**config.mk**
```make
export PLATFORM = sky130hd
export DESIGN_NAME = muldiv_unit
export DESIGN_NICKNAME = d
export VERILOG_FILES = /design/src/rtl/muldiv_unit_pkg.sv /design/src/rtl/muldiv_unit_div_restoring_step.sv /design/src/rtl/muldiv_unit.sv
export SDC_FILE = /design/constraint.sdc
export NUM_CORES = 1
export LEC_CHECK = 0
export CAP_MARGIN = 20
export CORE_ASPECT_RATIO = 0.5
export CORE_UTILIZATION = 40
export DETAILED_ROUTE_END_ITERATION = 10
export GPL_ROUTABILITY_DRIVEN = 0
export PLACE_DENSITY = 0.6
export SLEW_MARGIN = 30
export SYNTH_ARGS = -nofsm -noshare
export SYNTH_HDL_FRONTEND = slang
export SYNTH_HIERARCHICAL = 1
export SYNTH_SLANG_ARGS = --single-unit
```
**constraint.sdc**
```tcl
create_clock -name i_clk -period 9.4 [get_ports i_clk]
set_clock_uncertainty 0.05 [all_clocks]
set_input_delay 2.82 -clock i_clk [delete_from_list [all_inputs] [get_ports i_clk]]
set_output_delay 2.82 -clock i_clk [all_outputs]
set_load 0.005 [all_outputs]
```
**src/rtl/muldiv_unit_pkg.sv**
```systemverilog
// Shared definitions for the M-extension multiply/divide unit: ALU op codes,
// FSM state encoding and small op-class helpers.
package muldiv_unit_pkg;

  localparam logic [5:0] OP_ALU_MUL  = 6'h20;
  localparam logic [5:0] OP_ALU_MULH = 6'h21;
  localparam logic [5:0] OP_ALU_DIV  = 6'h22;
  localparam logic [5:0] OP_ALU_DIVU = 6'h23;
  localparam logic [5:0] OP_ALU_REM  = 6'h24;
  localparam logic [5:0] OP_ALU_REMU = 6'h25;

  typedef enum logic [1:0] {
    MULDIV_ST_IDLE = 2'd0,
    MULDIV_ST_CALC = 2'd1,
    MULDIV_ST_DONE = 2'd2
  } muldiv_st_e;

  function automatic logic is_m_op(input logic [5:0] op);
    return op inside {OP_ALU_MUL, OP_ALU_MULH, OP_ALU_DIV, OP_ALU_DIVU, OP_ALU_REM, OP_ALU_REMU};
  endfunction

  function automatic logic is_mul_op(input logic [5:0] op);
    return op inside {OP_ALU_MUL, OP_ALU_MULH};
  endfunction

  // Ops that work on magnitudes and fix the sign up afterwards
  function automatic logic is_signed_op(input logic [5:0] op);
    return op inside {OP_ALU_MULH, OP_ALU_DIV, OP_ALU_REM};
  endfunction

endpackage

```
**src/rtl/muldiv_unit_div_restoring_step.sv**
```systemverilog
// One restoring-division iteration: shift {rem,quo} left, trial-subtract the
// divisor, keep the difference and shift in a 1 when it does not borrow.
module div_restoring_step #(
  parameter int XLEN = 32
) (
  input  logic [XLEN-1:0] rem,
  input  logic [XLEN-1:0] quo,
  input  logic [XLEN-1:0] divisor,
  output logic [XLEN-1:0] rem_nxt,
  output logic [XLEN-1:0] quo_nxt
);

  logic [XLEN:0] shifted;
  logic [XLEN:0] diff;
  logic          ge;

  // rem < divisor always holds, so the top bit of diff is a clean borrow flag
  assign shifted = {rem, quo[XLEN-1]};
  assign diff    = shifted - {1'b0, divisor};
  assign ge      = ~diff[XLEN];
  assign rem_nxt = ge ? diff[XLEN-1:0] : shifted[XLEN-1:0];
  assign quo_nxt = {quo[XLEN-2:0], ge};

endmodule

```
**src/rtl/muldiv_unit.sv**
```systemverilog
// Iterative M-extension unit (MUL/MULH/DIV/DIVU/REM/REMU), one bit per cycle.
// Optional MULDIV_FAST_MUL_EN: MUL/MULH resolve in one cycle via a combinational multiply.
import muldiv_unit_pkg::*;

module muldiv_unit #(
  parameter int XLEN = 32
) (
  input  logic            i_clk,
  input  logic            i_rst,
  input  logic            i_start,
  input  logic [5:0]      i_alu_op,
  input  logic [XLEN-1:0] i_op_a,
  input  logic [XLEN-1:0] i_op_b,
  input  logic            i_flush,
  output logic            o_ready,
  output logic            o_busy,
  output logic            o_done,
  output logic [XLEN-1:0] o_result
);

  localparam int CW = $clog2(XLEN);
  localparam logic [CW-1:0]   LAST    = CW'(XLEN - 2);
  localparam logic [XLEN-1:0] INT_MIN = {1'b1, {(XLEN-1){1'b0}}};

  muldiv_st_e state, state_nxt;

  logic [5:0]      op_q;
  logic            neg_q, rneg_q;
  logic [XLEN-1:0] hi_q, lo_q, d_q, result_q;
  logic [CW-1:0]   count_q;

  logic            accept, sa, sb, div0, ovf, special, fast_go;
  logic [XLEN-1:0] abs_a, abs_b, spec_res, fast_res, fin_res;

  assign accept = i_start & (state == MULDIV_ST_IDLE) & is_m_op(i_alu_op) & ~i_flush;
  assign sa     = i_op_a[XLEN-1];
  assign sb     = i_op_b[XLEN-1];
  assign abs_a  = (is_signed_op(i_alu_op) & sa) ? -i_op_a : i_op_a;
  assign abs_b  = (is_signed_op(i_alu_op) & sb) ? -i_op_b : i_op_b;

  assign div0    = (i_alu_op inside {OP_ALU_DIV, OP_ALU_DIVU, OP_ALU_REM, OP_ALU_REMU}) & (i_op_b == '0);
  assign ovf     = (i_alu_op inside {OP_ALU_DIV, OP_ALU_REM}) & (i_op_a == INT_MIN) & (&i_op_b);
  assign special = div0 | ovf;

  always_comb begin
    spec_res = '0;
    if (div0)
      spec_res = (i_alu_op inside {OP_ALU_DIV, OP_ALU_DIVU}) ? '1 : i_op_a;
    else if (i_alu_op == OP_ALU_DIV)
      spec_res = INT_MIN;
  end

`ifdef MULDIV_FAST_MUL_EN
  logic [2*XLEN-1:0] fast_prod;
  assign fast_prod = $signed({{XLEN{sa}}, i_op_a}) * $signed({{XLEN{sb}}, i_op_b});
  assign fast_go   = is_mul_op(i_alu_op);
  assign fast_res  = (i_alu_op == OP_ALU_MUL) ? fast_prod[XLEN-1:0] : fast_prod[2*XLEN-1:XLEN];
`else
  assign fast_go  = 1'b0;
  assign fast_res = '0;
`endif

  // The first iteration is folded into the accept edge (step inputs come straight
  // from the operands while idle), so o_done lands XLEN cycles after acceptance.
  logic            st_mul;
  logic [XLEN-1:0] st_hi, st_lo, st_d;
  logic [XLEN:0]   msum;
  logic [XLEN-1:0] mhi_nxt, mlo_nxt, dhi_nxt, dlo_nxt, hi_nxt, lo_nxt;

  assign st_mul = (state == MULDIV_ST_IDLE) ? is_mul_op(i_alu_op) : is_mul_op(op_q);
  assign st_hi  = (state == MULDIV_ST_IDLE) ? '0    : hi_q;
  assign st_lo  = (state == MULDIV_ST_IDLE) ? abs_a : lo_q;
  assign st_d   = (state == MULDIV_ST_IDLE) ? abs_b : d_q;

  assign msum    = {1'b0, st_hi} + (st_lo[0] ? {1'b0, st_d} : '0);
  assign mhi_nxt = msum[XLEN:1];
  assign mlo_nxt = {msum[0], st_lo[XLEN-1:1]};

  div_restoring_step #(.XLEN(XLEN)) u_div_step (
    .rem     (st_hi),
    .quo     (st_lo),
    .divisor (st_d),
    .rem_nxt (dhi_nxt),
    .quo_nxt (dlo_nxt)
  );

  assign hi_nxt = st_mul ? mhi_nxt : dhi_nxt;
  assign lo_nxt = st_mul ? mlo_nxt : dlo_nxt;

  logic [2*XLEN-1:0] prod, prod_s;
  logic [XLEN-1:0]   quo_s, rem_s;

  assign prod   = {mhi_nxt, mlo_nxt};
  assign prod_s = neg_q  ? -prod    : prod;
  assign quo_s  = neg_q  ? -dlo_nxt : dlo_nxt;
  assign rem_s  = rneg_q ? -dhi_nxt : dhi_nxt;

  always_comb begin
    fin_res = '0;
    case (op_q)
      OP_ALU_MUL:               fin_res = prod_s[XLEN-1:0];
      OP_ALU_MULH:              fin_res = prod_s[2*XLEN-1:XLEN];
      OP_ALU_DIV, OP_ALU_DIVU:  fin_res = quo_s;
      OP_ALU_REM, OP_ALU_REMU:  fin_res = rem_s;
      default:                  fin_res = '0;
    endcase
  end

  always_ff @(posedge i_clk or posedge i_rst) begin
    if (i_rst) state <= MULDIV_ST_IDLE;
    else       state <= state_nxt;
  end

  always_comb begin
    state_nxt = state;
    case (state)
      MULDIV_ST_IDLE:
        if (accept) state_nxt = (special | fast_go) ? MULDIV_ST_DONE : MULDIV_ST_CALC;
      MULDIV_ST_CALC:
        if (i_flush)               state_nxt = MULDIV_ST_IDLE;
        else if (count_q == LAST)  state_nxt = MULDIV_ST_DONE;
      MULDIV_ST_DONE:
        state_nxt = MULDIV_ST_IDLE;
      default:
        state_nxt = MULDIV_ST_IDLE;
    endcase
  end

  always_ff @(posedge i_clk or posedge i_rst) begin
    if (i_rst) begin
      op_q     <= '0;
      neg_q    <= 1'b0;
      rneg_q   <= 1'b0;
      hi_q     <= '0;
      lo_q     <= '0;
      d_q      <= '0;
      count_q  <= '0;
      result_q <= '0;
    end else if (accept) begin
      op_q    <= i_alu_op;
      neg_q   <= is_signed_op(i_alu_op) & (sa ^ sb);
      rneg_q  <= is_signed_op(i_alu_op) & sa;
      d_q     <= abs_b;
      hi_q    <= hi_nxt;
      lo_q    <= lo_nxt;
      count_q <= '0;
      if (special)      result_q <= spec_res;
      else if (fast_go) result_q <= fast_res;
    end else if (state == MULDIV_ST_CALC && !i_flush) begin
      hi_q    <= hi_nxt;
      lo_q    <= lo_nxt;
      count_q <= count_q + CW'(1);
      if (count_q == LAST) result_q <= fin_res;
    end
  end

  assign o_ready  = (state == MULDIV_ST_IDLE);
  assign o_busy   = (state == MULDIV_ST_CALC) | (state == MULDIV_ST_DONE);
  assign o_done   = (state == MULDIV_ST_DONE) & ~i_flush;
  assign o_result = result_q;

endmodule
```
# After elaboration in Yosys (flattened, before gate mapping)
# Index checks and enable logic that the tools add are counted.
[classes]
n_bitwise = 15
n_addsub = 8
n_reduce_logical = 18
muxes = 32
eq_ne = 19
[ops]
columns = ["operator", "n"]
rows = [
  ["2-to-1 mux 32 bit", 22],
  ["negation 32 bit", 4],
  ["case mux 32 bit (4 select lines)", 1],
  ["== test 6 bit (second input constant)", 12],
  ["2-to-1 mux 64 bit", 1],
  ["negation 64 bit", 1],
  ["adder 32 x 32 -> 33 bit", 1],
  ["subtractor 33 x 32 -> 33 bit", 1],
  ["== test 32 bit (second input constant)", 1],
  ["logical NOT 32 bit", 1],
  ["AND reduction 32 bit", 1],
  ["nonzero test 2 bit", 6],
  ["AND 1 bit", 10],
  ["2-to-1 mux 5 bit", 2],
  ["2-to-1 mux 2 bit", 4],
  ["nonzero test 6 bit", 1],
  ["adder 5 x 1 -> 5 bit (second input constant)", 1],
  ["== test 5 bit (second input constant)", 1],
  ["inequality test 2 x 1 -> 1 bit (second input constant)", 2],
  ["case mux 2 bit (2 select lines)", 1],
  ["nonzero test 4 bit", 1],
  ["OR reduction 2 bit", 2],
  ["inequality test 3 x 2 -> 1 bit (second input constant)", 1],
  ["AND reduction 3 bit", 1],
  ["11 further kinds", 13],
]
[word_totals]
regBits = 143
wordCells = 101
out_inout_bits = 35
in_bits = 74

# Depth between registers and ports, before layout
[depth]
ltp_word = 13
depth_mapped = 37

# Cells and area by module
# The synthesis kept the hierarchy.
[modules_own_cells]
columns = ["module", "area_per_inst_um2", "n_inst", "cells_each"]
rows = [
  ["muldiv_unit", 15813.9, 1, 2141],
  ["div_restoring_step", 2598.7, 1, 337],
]

# Worst setup path before layout
# No wires, ideal clock.
[synth_timing]
path_type = "input port to flip-flop"
from = "input i_op_b[6]"
to = "register result_q[31] (netlist: o_result[31])"
cell_stages = 30
setup_time_ns = 0.128
required_time_ns = 9.222
t_arrival_ns = 10.001
slack_ns = -0.779
n_path_buf = 3
path_cell_list = "or4_1 or4_1 nor4_1 a21oi_1 xnor2_1 a21oi_1 inv_1 ha_1 clkdlybuf4s50_2 a21o_1 a21oi_1 o21ai_0 nor2_4 mux2i_4 and2_4 buf_12 inv_8 mux2_2 or4_1 or4_1 or4_1 clkbuf_1 nand2b_1 o21ai_1 xnor2_1 a211oi_1 o21ai_0 a21oi_1 a2bb2oi_1 nand3_1"
[synth_via]
elab_chain_len = 11
[synth_rtl]
columns = ["element", "line", "source"]
rows = [
  ["start, declared", "muldiv_unit.sv:13", "input logic [XLEN-1:0] i_op_b,"],
  ["negation 32 bit", "muldiv_unit.sv:39", "assign abs_b = (is_signed_op(i_alu_op) & sb) ? -i_op_b : i_op_b;"],
  ["2-to-1 mux 32 bit", "muldiv_unit.sv:39", ""],
  ["2-to-1 mux 32 bit", "muldiv_unit.sv:73", "assign st_d = (state == MULDIV_ST_IDLE) ? abs_b : d_q;"],
  ["named net st_d[26]", "muldiv_unit.sv:66", "logic [XLEN-1:0] st_hi, st_lo, st_d;"],
  ["subtractor 33 x 32 -> 33 bit", "muldiv_unit_div_restoring_step.sv:19", "assign diff = shifted - {1'b0, divisor};"],
  ["2-to-1 mux 32 bit", "muldiv_unit_div_restoring_step.sv:21", "assign rem_nxt = ge ? diff[XLEN-1:0] : shifted[XLEN-1:0];"],
  ["named net dhi_nxt[3]", "muldiv_unit.sv:68", "logic [XLEN-1:0] mhi_nxt, mlo_nxt, dhi_nxt, dlo_nxt, hi_nxt, lo_nxt;"],
  ["negation 32 bit", "muldiv_unit.sv:96", "assign rem_s = rneg_q ? -dhi_nxt : dhi_nxt;"],
  ["2-to-1 mux 32 bit", "muldiv_unit.sv:96", ""],
  ["case mux 32 bit (4 select lines)", "muldiv_unit.sv:100", "case (op_q)"],
  ["2-to-1 mux 32 bit", "muldiv_unit.sv:153", "if (count_q == LAST) result_q <= fin_res;"],
  ["2-to-1 mux 32 bit", "muldiv_unit.sv:149", "end else if (state == MULDIV_ST_CALC && !i_flush) begin"],
  ["2-to-1 mux 32 bit", "muldiv_unit.sv:139", "end else if (accept) begin"],
  ["end signal, assigned", "muldiv_unit.sv:147", "if (special) result_q <= spec_res;"],
  ["end signal, assigned", "muldiv_unit.sv:148", "else if (fast_go) result_q <= fast_res;"],
  ["end signal, assigned", "muldiv_unit.sv:153", ""],
  ["end, declared", "muldiv_unit.sv:29", "logic [XLEN-1:0] hi_q, lo_q, d_q, result_q;"],
]
# The timed path passes the listed nets, and every way through them passes these cells. The select of a mux whose other input is x is not followed.
# A chain may end at the register's enable or synchronous reset.

# Final worst setup path
[layout_timing]
from = "input i_op_a[26]"
to = "register result_q[30] (netlist: o_result[30])"
[layout_via]
elab_chain_len = 11
[layout_rtl]
columns = ["element", "line", "source"]
rows = [
  ["start, declared", "muldiv_unit.sv:12", "input logic [XLEN-1:0] i_op_a,"],
  ["negation 32 bit", "muldiv_unit.sv:38", "assign abs_a = (is_signed_op(i_alu_op) & sa) ? -i_op_a : i_op_a;"],
  ["2-to-1 mux 32 bit", "muldiv_unit.sv:38", ""],
  ["2-to-1 mux 32 bit", "muldiv_unit.sv:72", "assign st_lo = (state == MULDIV_ST_IDLE) ? abs_a : lo_q;"],
  ["named net st_lo[31]", "muldiv_unit.sv:66", ""],
  ["subtractor 33 x 32 -> 33 bit", "muldiv_unit_div_restoring_step.sv:19", ""],
  ["NOT 1 bit", "muldiv_unit_div_restoring_step.sv:20", "assign ge = ~diff[XLEN];"],
  ["named net dlo_nxt[0]", "muldiv_unit.sv:68", ""],
  ["negation 32 bit", "muldiv_unit.sv:95", "assign quo_s = neg_q ? -dlo_nxt : dlo_nxt;"],
  ["2-to-1 mux 32 bit", "muldiv_unit.sv:95", ""],
  ["case mux 32 bit (4 select lines)", "muldiv_unit.sv:100", ""],
  ["2-to-1 mux 32 bit", "muldiv_unit.sv:153", ""],
  ["2-to-1 mux 32 bit", "muldiv_unit.sv:149", ""],
  ["2-to-1 mux 32 bit", "muldiv_unit.sv:139", ""],
]
# The timed path passes the listed nets, and every way through them passes these cells. The select of a mux whose other input is x is not followed.

==> summary.md <==
| Metric | Value |
|---|---|
| Status | finished with violations |
| Violated checks | setup timing |
| Total number of vias | 21,515 |
| Multi-input logic area | 14,560 µm² |
| Commonest non-fill, non-tap cell in the layout | buf_4 |
| Design Power | 0.007615 W |
| Drt pass-1 iters | 7 |
| Dpl hpwl | 59,040 µm |
| Synth unique cells | 120 |
| Final ANT Viol Nets | 0 |
| WL final | 78,960 µm |
| RSZ-0062 raised after global routing | yes |
| Crit Path Class | in -> reg |
| Fmax | 106.0 MHz |
| Register area | 3580 µm² |
| Maximum VDD drop | 0.1610 mV |
| Ys async rst share | 100.0% |
| DR WL/cell | 22.49 µm |
| Residual DRC count | 0 |
| Clk sink count | 143 |
| Final setup viols | 3 |
| Most used cells in the layout excluding fill and tap cells | buf_4, nand2_1, o21ai_0 |
| Max FO, Critical Path | 8 |
| Data arrival time of the critical path | 9.73 ns |
| Fillers | 4,287 |
| CP Capture Type | flop |
| H-Tree Depth | 4 |
| Hold_ws | 0.4281 ns |
| Max-slew headroom at the worst pin | 32.88% |
| Core area | 45,280 µm² |
| Initial Util | 40.66% |
| Placed instance count | 3,376 |
| Hold Fails Final Rpt | 0 |
| Iter 0 DRT Violations | 2,899 |
| Number of I/O port buffers | 108 |
| Fin cells | 3,510 |
| Setup crit start kind | primary input |
| Clock Root Buffer | clkbuf_16 |
| Initial antenna violation count | 1 |
| Maxcap violations | 0 |
| Worst skew pair latency | 0.47 ns |
| First-pass GRT wire length | 118,400 µm |
| Final Cycle Share | 100.4% |
| CTS tree | built |
| Synth Warn # | 6 |
| Crit path largest cell delay | 0.61 ns |
| Sequential share of the synthesized area | 19.43% |
| Largest net degree at the start of global routing | 129 |
| All-Layer GR Usage | 32.56% |
| Fin nets | 3,049 |
| Post-synthesis cell count | 2,478 |
| I/O pin total | 109 |
| Max Transition Viols Final | 0 |
| Area grow syn2layout | 33.14% |
| Share of layout cells above drive strength 1 | 26.18% |
| Vias per cell | 6.130 |
| Clock slew at reported path FFs | 0.07 ns |
| Clock buffer depth | 2 |
| Pwr dens | 310.6 nW/µm² |
| Post-Syn Area per Cell | 7.430 µm² |
| Hold Crit Class | reg -> reg |
| Die W | 305.4 µm |
| Actual slew at the worst max-slew pin | 1.002 ns |
| Ys flop type | dfrtp_1 |
| Die H | 153.7 µm |
| Syn Nets | 2,629 |
| Cts bufs inserted | 17 |
| CP max stage cell | or4_4 |
| Worst setup margin | -0.03470 ns |
| Leak pwr | 10.43 nW |
| Core Util, Final | 54.14% |
| Final min period | 9.435 ns |
| Number of synthesized flops with an enable pin | 0 |
| Required time worst endpoint | 9.69 ns |
| Synth Cell Area | 18,410 µm² |
| #FFs+latches synth | 143 |
| Vias in the first global route | 19,849 |
| DIE AREA | 46,950 µm² |
| Total grt overflow | 0 |
| Most Frequent Cell on Critical Path | or4_4 |
| Standard-cell rows | 55 |
[Yosys cell counts (all sizes together), types with 30 or more instances]
cell type	number	area (µm²)
ha	75	938.4
nor4	38	325.3
inv	86	330.3
mux2i	47	483.0
dfrtp	143	3578
o31ai	37	277.8
nor2	199	754.5
buf	66	491.7
a21o	31	234.0
or4	30	240.2
nand3	62	345.3
o21ai	245	1234
a21oi	190	958.4
nor2b	50	312.8
or3	44	285.3
nor3	65	335.3
nand2	268	1006
clkbuf	112	420.4
a31oi	31	206.4
nand4	38	244.0
xnor2	92	805.8
and2	56	354.1
xor2	100	894.6
[through the flow]
stage	TNS, ns	instance area [µm²]	worst slack, ns
CTS	0	23730	0.0002860
global route	-2.651	24510	-0.2857
global placement	-12.41	22420	-0.7573
floorplan	-1.168	18630	-0.2140
finish	-0.06288	24510	-0.03470
detailed placement	-15.04	22430	-0.8544
[final timing paths]
check | endpoint | depth (start not counted) | slack (ns) | from
worst max register to register | o_result[30] | 29 | 1.90 | state[0]
worst max-delay path | o_result[30] | 29 | -0.03 | i_op_a[26]
min in group asynchronous | lo_q[24] | 2 | 2.81 | i_rst
worst min-delay path | hi_q[16] | 2 | 0.43 | hi_q[16]
max in group asynchronous | d_q[5] | 3 | 5.22 | i_rst
worst min register to register | hi_q[16] | 2 | 0.43 | hi_q[16]
[power breakdown]
| group | switching [W] | internal [W] | total (W) |
|---|---|---|---|
| sequential | 0.000138 | 0.000796 | 0.000934 |
| combinational | 0.00348 | 0.00247 | 0.00595 |
| clock | 0.000339 | 0.000396 | 0.000735 |
[cell families (layout without fill, tap and decap cells)]
family          Yosys count  after routing  share of synthesized area (%)
flops                   143            143                          19.43
mux                      75             75                          4.723
xor+xnor                192            192                          9.235
compound gates          779            779                          27.54
fa+ha+maj                77             77                          5.314
buf+inv                 266            699                          6.863
other cells               0              1                              0
simple gates            946            946                          26.89
[area by class of cell]
cell class / count / share of cell area [%]
timing repair buffer: 581 / 19.16
tap: 598 / 3.052
multi-input combinational: 2069 / 59.41
inverter: 86 / 1.368
clock inverter: 14 / 0.6431
clock buffer: 18 / 1.751
sequential: 143 / 14.60
antenna: 1 / 0.01021
[worst max-delay path: cells and delay by family]
kind / cells / cell delay [ns]
compound gates: 9 / 1.99
xor+xnor: 1 / 0.12
fa+ha+maj: 2 / 0.52
buf+inv: 5 / 0.66
mux: 2 / 0.50
simple gates: 10 / 3.11
[registers in the layout, indices dropped and copies added (netlist names)]
register	count
o_result	32
d_q	32
hi_q	32
neg_q	1
op_q	6
count_q	5
rneg_q	1
state	2
lo_q	32
[layer usage]
metal	global-route usage (%)	wire length, µm	vias up	part of all wire (%)
li1	-	-	9905	-
met5	0	0	-	0
met3	6.878	8835	186	11
met1	47.67	35140	10179	45
met4	11.44	2992	0	3.8
met2	46.63	31990	1245	41
[timing repair]
item,in CTS,in global routing
pin swaps,24,62
gates resized for setup,67,136
hold buffers,0,0
setup buffers,75,26
setup endpoints to repair,18,23
cloned,1,1
Power figures use the tool's default switching activity.
